File: src/rtl/uart_pkg.sv
// Shared types and constants for the buffered UART transmitter.
package uart_pkg;

  typedef enum logic [2:0] {
    StIdle,
    StStart,
    StData,
    StParity,
    StStop
  } tx_state_e;

  localparam int unsigned PAR_NONE = 0;
  localparam int unsigned PAR_ODD  = 1;
  localparam int unsigned PAR_EVEN = 2;

  // Serial frame length in clock cycles, excluding the separating idle cycle.
  function automatic int unsigned frame_cycles(input int unsigned wcnt,
                                               input int unsigned data_bits,
                                               input int unsigned parity,
                                               input int unsigned stop_bits);
    return (1 + data_bits + ((parity != PAR_NONE) ? 1 : 0) + stop_bits) * wcnt;
  endfunction

endpackage

File: src/rtl/sync_fifo.sv
// Single-clock first-word-fall-through FIFO with a registered occupancy counter.
module sync_fifo #(
  parameter int unsigned WIDTH = 8,
  parameter int unsigned DEPTH = 16
) (
  input  logic                     w_clk,
  input  logic                     r_rst,
  input  logic                     push,
  input  logic                     pop,
  input  logic [WIDTH-1:0]         wdata,
  output logic [WIDTH-1:0]         rdata,
  output logic                     full,
  output logic                     empty,
  output logic [$clog2(DEPTH):0]   level
);

  localparam int unsigned AddrW = $clog2(DEPTH);
  localparam logic [AddrW:0] DepthCnt = (AddrW + 1)'(DEPTH);

  logic [WIDTH-1:0] mem [DEPTH];
  logic [AddrW-1:0] wr_ptr_q, rd_ptr_q;
  logic [AddrW:0]   count_q;
  logic             do_push, do_pop;

  assign full    = (count_q == DepthCnt);
  assign empty   = (count_q == '0);
  assign level   = count_q;
  assign do_push = push && !full;
  assign do_pop  = pop && !empty;
  assign rdata   = mem[rd_ptr_q];

  always_ff @(posedge w_clk) begin
    if (r_rst) begin
      wr_ptr_q <= '0;
      rd_ptr_q <= '0;
      count_q  <= '0;
    end else begin
      if (do_push) wr_ptr_q <= wr_ptr_q + AddrW'(1);
      if (do_pop)  rd_ptr_q <= rd_ptr_q + AddrW'(1);
      case ({do_push, do_pop})
        2'b10:   count_q <= count_q + (AddrW + 1)'(1);
        2'b01:   count_q <= count_q - (AddrW + 1)'(1);
        default: count_q <= count_q;
      endcase
    end
  end

  // Storage is not reset; pointers and count define validity.
  always_ff @(posedge w_clk) begin
    if (do_push) mem[wr_ptr_q] <= wdata;
  end

endmodule

File: src/rtl/uart_tx_fifo.sv
// Buffered UART transmitter: character FIFO feeding a frame serializer with
// configurable data width, parity and stop bits, plus drop and busy status.
module uart_tx_fifo
  import uart_pkg::*;
#(
  parameter int unsigned DEPTH     = 16,
  parameter int unsigned WCNT      = 868,
  parameter int unsigned DATA_BITS = 8,
  parameter int unsigned PARITY    = 0,
  parameter int unsigned STOP_BITS = 1
) (
  input  logic                   w_clk,
  input  logic                   r_rst,
  input  logic                   i_we,
  input  logic [DATA_BITS-1:0]   i_data,
  output logic                   o_full,
  output logic [$clog2(DEPTH):0] o_level,
  output logic                   o_busy,
  output logic [15:0]            o_drop_cnt,
  output logic                   o_txd
);

  localparam int unsigned TimerW = $clog2(WCNT + 1);
  localparam int unsigned LevelW = $clog2(DEPTH) + 1;

  logic [DATA_BITS-1:0] fifo_rdata;
  logic                 fifo_full, fifo_empty, pop;
  logic [LevelW-1:0]    fifo_level;

  tx_state_e            state_q, state_d;
  logic [TimerW-1:0]    timer_q, timer_d;
  logic [2:0]           bit_cnt_q, bit_cnt_d;
  logic [DATA_BITS-1:0] shift_q, shift_d;
  logic                 par_q, par_d;
  logic                 txd_q, txd_d;
  logic                 busy_q;
  logic [15:0]          drop_q;
  logic                 bit_end;

  sync_fifo #(
    .WIDTH(DATA_BITS),
    .DEPTH(DEPTH)
  ) u_fifo (
    .w_clk (w_clk),
    .r_rst (r_rst),
    .push  (i_we),
    .pop   (pop),
    .wdata (i_data),
    .rdata (fifo_rdata),
    .full  (fifo_full),
    .empty (fifo_empty),
    .level (fifo_level)
  );

  assign bit_end = (timer_q == TimerW'(WCNT));

  // State and datapath registers.
  always_ff @(posedge w_clk) begin
    if (r_rst) begin
      state_q   <= StIdle;
      timer_q   <= '0;
      bit_cnt_q <= '0;
      shift_q   <= '0;
      par_q     <= 1'b0;
      txd_q     <= 1'b1;
      busy_q    <= 1'b0;
      drop_q    <= '0;
    end else begin
      state_q   <= state_d;
      timer_q   <= timer_d;
      bit_cnt_q <= bit_cnt_d;
      shift_q   <= shift_d;
      par_q     <= par_d;
      txd_q     <= txd_d;
      busy_q    <= (fifo_level != '0) || (state_q != StIdle);
      // Full comes from the registered count, so a same-cycle pop does not save the write.
      if (i_we && fifo_full && (drop_q != 16'hFFFF)) drop_q <= drop_q + 16'd1;
    end
  end

  // Next-state logic.
  always_comb begin
    state_d   = state_q;
    timer_d   = timer_q;
    bit_cnt_d = bit_cnt_q;
    shift_d   = shift_q;
    par_d     = par_q;
    pop       = 1'b0;
    unique case (state_q)
      StIdle: begin
        if (!fifo_empty) begin
          pop       = 1'b1;
          shift_d   = fifo_rdata;
          par_d     = 1'b0;
          timer_d   = TimerW'(1);
          bit_cnt_d = '0;
          state_d   = StStart;
        end
      end
      StStart, StParity: begin
        if (bit_end) begin
          timer_d = TimerW'(1);
          state_d = (state_q == StStart) ? StData : StStop;
        end else begin
          timer_d = timer_q + TimerW'(1);
        end
      end
      StData: begin
        if (bit_end) begin
          timer_d = TimerW'(1);
          par_d   = par_q ^ shift_q[0];
          shift_d = shift_q >> 1;
          if (bit_cnt_q == 3'(DATA_BITS - 1)) begin
            bit_cnt_d = '0;
            state_d   = (PARITY != PAR_NONE) ? StParity : StStop;
          end else begin
            bit_cnt_d = bit_cnt_q + 3'd1;
          end
        end else begin
          timer_d = timer_q + TimerW'(1);
        end
      end
      StStop: begin
        if (bit_end) begin
          if (bit_cnt_q == 3'(STOP_BITS - 1)) begin
            timer_d   = '0;
            bit_cnt_d = '0;
            state_d   = StIdle;
          end else begin
            timer_d   = TimerW'(1);
            bit_cnt_d = bit_cnt_q + 3'd1;
          end
        end else begin
          timer_d = timer_q + TimerW'(1);
        end
      end
      default: state_d = StIdle;
    endcase
  end

  // Line value for the current state; registered into txd_q.
  always_comb begin
    txd_d = 1'b1;
    unique case (state_q)
      StStart:  txd_d = 1'b0;
      StData:   txd_d = shift_q[0];
      StParity: txd_d = (PARITY == PAR_ODD) ? ~par_q : par_q;
      default:  txd_d = 1'b1;
    endcase
  end

  assign o_full     = fifo_full;
  assign o_level    = fifo_level;
  assign o_busy     = busy_q;
  assign o_drop_cnt = drop_q;
  assign o_txd      = txd_q;

endmodule
File: config.mk
export PLATFORM = sky130hd
export DESIGN_NAME = uart_tx_fifo
export DESIGN_NICKNAME = d
export VERILOG_FILES = /design/src/rtl/uart_pkg.sv /design/src/rtl/sync_fifo.sv /design/src/rtl/uart_tx_fifo.sv
export SDC_FILE = /design/constraint.sdc
export NUM_CORES = 1
export LEC_CHECK = 0
export ABC_AREA = 1
export BUFFER_PORTS_ARGS = -buffer_cell sky130_fd_sc_hd__buf_2
export CAP_MARGIN = 20
export CORE_MARGIN = 3
export CORE_UTILIZATION = 50
export DETAILED_ROUTE_END_ITERATION = 16
export PLACE_DENSITY = 0.64
export SLEW_MARGIN = 10
export SYNTH_ARGS = -nofsm -noshare
export SYNTH_HDL_FRONTEND = slang
export SYNTH_SLANG_ARGS = --single-unit
File: constraint.sdc
create_clock -name w_clk -period 3.6 [get_ports w_clk]
set_clock_uncertainty 0.15 [all_clocks]
set_input_delay 0.54 -clock w_clk [delete_from_list [all_inputs] [get_ports w_clk]]
set_output_delay 0.54 -clock w_clk [all_outputs]
set_load 0.05 [all_outputs]
After elaboration in Yosys (flattened, before gate mapping)
Memories as Yosys holds them, arrays and structs flattened. A register that Yosys moved wholly into a read port is not among the register bits.
Cells that the tools add are included.
{"block": "classes", "addsub": 7, "eq_ne": 16, "n_mux": 33, "bitwise": 1, "n_reduce_logical": 22}
{"cell": "$mux W3", "n": 12}
{"cell": "$mux W10", "n": 3}
{"cell": "$pmux W10 S3", "n": 1}
{"cell": "$add A16 B1 Y16 const B", "n": 1}
{"cell": "$mux W8", "n": 2}
{"cell": "$ne A16 B16 Y1 const B", "n": 1}
{"cell": "$pmux W8 S2", "n": 1}
{"cell": "$ne A2 B2 Y1 const B", "n": 6}
{"cell": "$pmux W3 S4", "n": 1}
{"cell": "$add A10 B1 Y10 const B", "n": 1}
{"cell": "$eq A10 B10 Y1 const B", "n": 1}
{"cell": "$pmux W5 S2", "n": 1}
{"cell": "$pmux W3 S3", "n": 1}
{"cell": "$reduce_bool A3 Y1", "n": 3}
{"cell": "$add A4 B1 Y4 const B", "n": 2}
{"cell": "$mux W4", "n": 2}
{"cell": "$mux W1", "n": 7}
{"cell": "$eq A3 B2 Y1 const B", "n": 2}
{"cell": "$eq A3 B3 Y1 const B", "n": 2}
{"cell": "$logic_not A3 Y1", "n": 2}
{"cell": "$reduce_and A6 Y1", "n": 1}
{"cell": "$add A5 B1 Y5 const B", "n": 1}
{"cell": "$eq A5 B5 Y1 const B", "n": 1}
{"cell": "$logic_not A5 Y1", "n": 1}
{"cell": "other kinds (18)", "n": 23}
{"block": "totals", "register_bits": 56, "ram_bits": 128, "in_bits": 11, "out_inout_bits": 24, "word_cells": 91, "mem_count": 1}
{"memory": "u_fifo.mem", "depth": 16, "width": 8, "read_ports": 1, "rd_clocked_by_memory_dff": 1, "write_ports": 1, "line_no": "sync_fifo.sv:20", "source": "logic [WIDTH-1:0] mem [DEPTH];"}

Logic depth before layout (Yosys ltp)
{"block": "depth", "depth_word": 6, "depth_mapped": 17, "mapped_depth_nobuf": 16}

Cells and area by module
A second synthesis with hierarchy kept.
{"block": "unflattened", "hier_cells": 850, "hier_area_um2": 8608.3}
{"module": "sync_fifo", "n_inst": 1, "cells_per_inst": 478, "area_per_inst_um2": 6147.1, "seq_area_each_um2": 4184.0}
{"module": "uart_tx_fifo", "n_inst": 1, "cells_per_inst": 372, "area_per_inst_um2": 2461.1, "seq_area_each_um2": 860.8}

Least setup slack after synthesis
No wires, ideal clock.
{"block": "synth_path", "kind": "register to register", "start": "register u_fifo.count_q[0] (netlist: u_fifo.level[0])", "end": "register u_fifo.count_q[4] (netlist: u_fifo.level[4])", "setup_ns": 0.109, "arrival_time_ns": 2.302, "t_required_ns": 3.341, "path_slack_ns": 1.039, "path_stages_with_launch": 16, "n_path_buf": 1, "synth_period_minus_slack_ns": 2.561, "path_cell_list": "dfxtp_1 nor2_1 nand3_1 nand2_1 inv_1 ha_1 clkbuf_1 xor2_1 ha_1 inv_1 nand2_1 nand2_1 nand3_1 nand3_1 nand2_1 inv_1"}
{"block": "synth_via", "elab_chain_len": 6, "elab_cells_between_ends": 14, "classes_between": "add/sub: 2; eq/ne: 3; mux: 3; reduce/logical: 6"}
{"element": "start, declared", "line_no": "sync_fifo.sv:22", "source": "logic [AddrW:0] count_q;"}
{"element": "start signal, assigned", "line_no": "sync_fifo.sv:41", "source": "2'b10: count_q <= count_q + (AddrW + 1)'(1);"}
{"element": "start signal, assigned", "line_no": "sync_fifo.sv:42", "source": "2'b01: count_q <= count_q - (AddrW + 1)'(1);"}
{"element": "start signal, assigned", "line_no": "sync_fifo.sv:43", "source": "default: count_q <= count_q;"}
{"element": "$logic_not A5 Y1 *", "line_no": "sync_fifo.sv:26", "source": "assign empty = (count_q == '0);"}
{"element": "$mux W1", "line_no": "uart_tx_fifo.sv:91", "source": "if (!fifo_empty) begin"}
{"element": "$mux W1", "line_no": "uart_tx_fifo.sv:89", "source": "unique case (state_q)"}
{"element": "$logic_and A1 B1 Y1 *", "line_no": "sync_fifo.sv:29", "source": "assign do_pop = pop && !empty;"}
{"element": "named net u_fifo.do_pop", "line_no": "sync_fifo.sv:23", "source": "logic do_push, do_pop;"}
{"element": "$eq A2 B1 Y1 / $eq A2 B2 Y1 (equally long branches)", "line_no": "sync_fifo.sv:40", "source": "case ({do_push, do_pop})"}
{"element": "$pmux W5 S2 / $reduce_bool A2 Y1 (equally long branches)"}
Mark *: on every way through the listed nets, which the timed path passes. The rest lies on a longest branch.
A chain may end at the register's enable or synchronous reset.

Worst setup path in the final report
{"block": "layout_path", "start": "register state_q[1]", "end": "register u_fifo.count_q[4] (netlist: u_fifo.level[4])"}
{"block": "layout_via", "elab_chain_len": 5, "elab_cells_between_ends": 7, "classes_between": "eq/ne: 2; mux: 2; reduce/logical: 3"}
{"element": "start, declared", "line_no": "uart_tx_fifo.sv:30", "source": "tx_state_e state_q, state_d;"}
{"element": "start signal, assigned", "line_no": "uart_tx_fifo.sv:60", "source": "state_q <= StIdle;"}
{"element": "start signal, assigned", "line_no": "uart_tx_fifo.sv:69", "source": "state_q <= state_d;"}
{"element": "$logic_not A3 Y1 *", "line_no": "uart_tx_fifo.sv:89"}
{"element": "$mux W1 *", "line_no": "uart_tx_fifo.sv:89"}
{"element": "$logic_and A1 B1 Y1 *", "line_no": "sync_fifo.sv:29"}
{"element": "named net u_fifo.do_pop", "line_no": "sync_fifo.sv:23"}
{"element": "$eq A2 B1 Y1 / $eq A2 B2 Y1 (equally long branches)", "line_no": "sync_fifo.sv:40"}
{"element": "$pmux W5 S2 / $reduce_bool A2 Y1 (equally long branches)"}
Marks and branches as above.

==> impl_metrics.yaml <==
timing:
  maxClockFrequency_mhz: 394
  finalWorstSetupSlack_ns: 1.06
  finalMaxSlewViolations: 0
  final_period_minus_worst_setup_slack_ns: 2.54
  worst-slew-pin-transition_ns: 0.777
  final_min_period_over_clock_period_pct: 70.4
  total_negative_setup_slacks_ns: 0
  rsz_0062_raised_after_global_routing: "false"
  finalHoldViolCount: 0
  timing.final.setup_violations: 0
  timing.max_slew.rel_slack_pct: 48.2
worst_hold_path:
  min_to: "timer_q[9]"
  min_path_type: "flop to flop"
  worst_hold_path.num_cells: 1
  hold_path_startpoint: "timer_q[9]"
place:
  gpl.final_weighted_congestion: 0.943
  hpwl_mm: 12.0
  io_buffers: 34
  placement.setup.worst_slack_ns: 1.10
setup_path:
  worstPathArrival_ns: 2.72
  crit_path_max_fanout: 10
  worst_path_most_repeated_cell: "nand2_1"
  required_arrival_time_at_the_worst_endpoint_ns: 3.79
  critical_path.cell_chain: "inv_2 -> nand2_1 -> inv_1 -> nand2_1 -> inv_1 -> ha_1 -> xor2_1 -> ha_1 -> inv_1 -> nand2_1 -> nand2_1 -> nand2_1 -> nand2_1 -> nand3_1 -> nand2_1 -> inv_1"
  crit_type: "flop to flop"
  timing.rr.end: "u_fifo.level[4]"
  reg2reg_setup_slack_ns: 1.06
  crit_path_top_delay_cell: "dfxtp_1"
  worst-r2r-cell-count: 16
  end_kind: "flop"
  launch_instance_of_the_worst_register_to_register_path: "state_q[1]"
  delay_of_the_slowest_critical_path_stage_ns: 0.48
  start_kind: "flop"
layout:
  nets: 912
  filler_cell_count: 1421
  area_growth_syn_to_layout_pct: 10.7
  final_common_cell: "edfxtp_1"
  final_core_utilization_pct: 57.4
  num_antenna_cells: 0
  leading_cell_types_in_the_layout_fill_and_taps_excluded: "128 x edfxtp_1, 125 x nand2_1, 119 x inv_1"
  layout-drive-gt1-share_pct: 9.45
clock_network:
  clkSinkCount: 188
  clock-root-buffer: "clkbuf_16"
  h-tree-depth: 4
  clk-insertion-delay-late_ns: 0.43
  clock_path_buffers: 2
  cts_hold_buffers: 0
  path_clk_slew_ns: 0.07
  cts_buffer_count: 17
  post-cts-setup-buffers: 0
  cts_tree: "built"
  cts_repair_resize_count: 0
outcome:
  status: "finished, final reports clean"
logic_synthesis:
  synth_cell_types: 32
  async_flop_share_pct: 0
  flip_flop_and_latch_count_after_synthesis: 188
  synth_enable_flop_cells: 128
  postSynthAreaPerCell_um2: 9.63
  yosys_most_used_dff: "edfxtp_1"
  post_synth_inst_count: 864
  yosys_warnings: 0
  ys_seq_area_share_pct: 60.6
  synth_area_um2: 8320
  mappedNetlistNets: 888
floorplanning:
  placementRows: 46
  fp.dieW_um: 135
  fp.dieArea_um2: 18200
  core_area_um2: 16100
  effective_utilization_at_floorplan_pct: 51.8
  io_pins: 35
  dieHeight_um: 135
drt:
  detail_route.wirelength_mm: 17.9
  residual_drc_count: 0
  drtPass1Iterations: 5
  number_of_vias_per_cell_after_detailed_routing: 5.38
  detail_routed_net_length_per_standard_cell_um: 16.1
  dr_total_vias: 5997
  dr.first_iter.drc_count: 409
  ant_nets: 0
flow_run:
  max_cap_violations: 0
grt:
  gr-usage-all-layers_pct: 20.3
  grt_antenna_before_repair: 0
  grt_pass1_wl_mm: 28.6
  first_global_vias: 5626
  grt_max_degree: 83
  grt_remaining_overflow: 0
power:
  fin_total_pwr_uw: 6420
  power_per_cell_area_nw_per_um2: 697
  p_leak_uw: 0.00351
  worst_ir_drop_vdd_v: 0.000390
## routing by layer
layer  part of all wire (%)  vias up  GRT usage (%)
li1                       -     2971              -
met5                      0        -              0
met4                    1.2        0           5.88
met2                     51      149           34.4
met3                    4.9       18           4.36
met1                     43     2859           26.5
## how the worst max path moves through the flow
stage | slack (ns) | depth (start not counted) | endpoint | start
floorplan | 1.04 | 15 | u_fifo.level[4] | u_fifo.level[0]
global placement | 1.20 | 16 | u_fifo.level[4] | state_q[1]
detailed placement | 1.10 | 16 | u_fifo.level[4] | state_q[1]
CTS | 1.10 | 16 | u_fifo.level[4] | state_q[1]
global route | 0.88 | 15 | u_fifo.level[4] | state_q[2]
finish | 1.06 | 16 | u_fifo.level[4] | state_q[1]
## power by group
group / switching [µW] / internal, µW
combinational: 1310 / 608
sequential: 245 / 2470
clock: 772 / 1010
total: 2330 / 4100
## synthesized netlist by cell type (2+ instances only)
library cell    n  area share, %
xnor2_1         4           0.42
nand2_1       125            5.6
nor2_2          2           0.15
o21ai_0        61            3.7
clkbuf_1       24            1.1
edfxtp_1      128             46
ha_1           13            2.0
inv_1         119            5.4
nand3_2         2           0.24
xor2_1         11            1.2
inv_2           3           0.14
a21oi_1        76            4.6
a21oi_4         3           0.59
o211ai_1       30            2.7
buf_1           3           0.14
nand3_1        77            4.6
dfxtp_1        60             14
nand4_1         5           0.38
nand2_2         2           0.15
buf_2           6           0.36
nor3_1         13           0.78
or2_2           2           0.15
nor2_1         85            3.8
nor2_4          2           0.27
## area by class of cell
| class | count | area (µm²) | area share (%) |
|---|---|---|---|
| clock inverter | 11 | 120 | 1.30 |
| sequential | 188 | 5050 | 54.8 |
| clock buffer | 19 | 433 | 4.70 |
| timing repair buffer | 39 | 208 | 2.25 |
| inverter | 122 | 458 | 4.97 |
| tap | 216 | 270 | 2.93 |
| multi-input combinational | 520 | 2680 | 29.0 |
## through the flow
step	std cells	area [µm²]	hold slack, ns
after CTS	1115	9220	0.321
after global placement	1085	8660	0.281
after floorplan	864	8320	0.269
final	1115	9220	0.320
after detailed placement	1085	8660	0.308
after global routing	1115	9220	0.337
## kinds of logic (layout without fill, tap and decap cells)
family	after synthesis	count (layout)	synth area share, %
compound gates	173	173	11.8
fa+ha+maj	13	13	1.95
flops	188	188	60.6
xor+xnor	15	15	1.58
simple gates	319	319	16.8
buf+inv	156	191	7.22
## critical path: cells and delay by family, from the launching register on
family	cells	cell delay, ns
buffers and inverters	5	0.45
xor gates and xnor gates	1	0.19
and+or+nand+nor	8	0.68
DFF	1	0.48
adders and majority gates	2	0.51
## flip-flops by register name, indices dropped and copies added, names as in the netlist, 4 cells and up, named ones only
register         flops
u_fifo.mem         128
o_drop_cnt          16
timer_q             10
shift_q              8
u_fifo.level         5
u_fifo.rd_ptr_q      4
u_fifo.wr_ptr_q      4
Power figures use the tool's default switching activity.
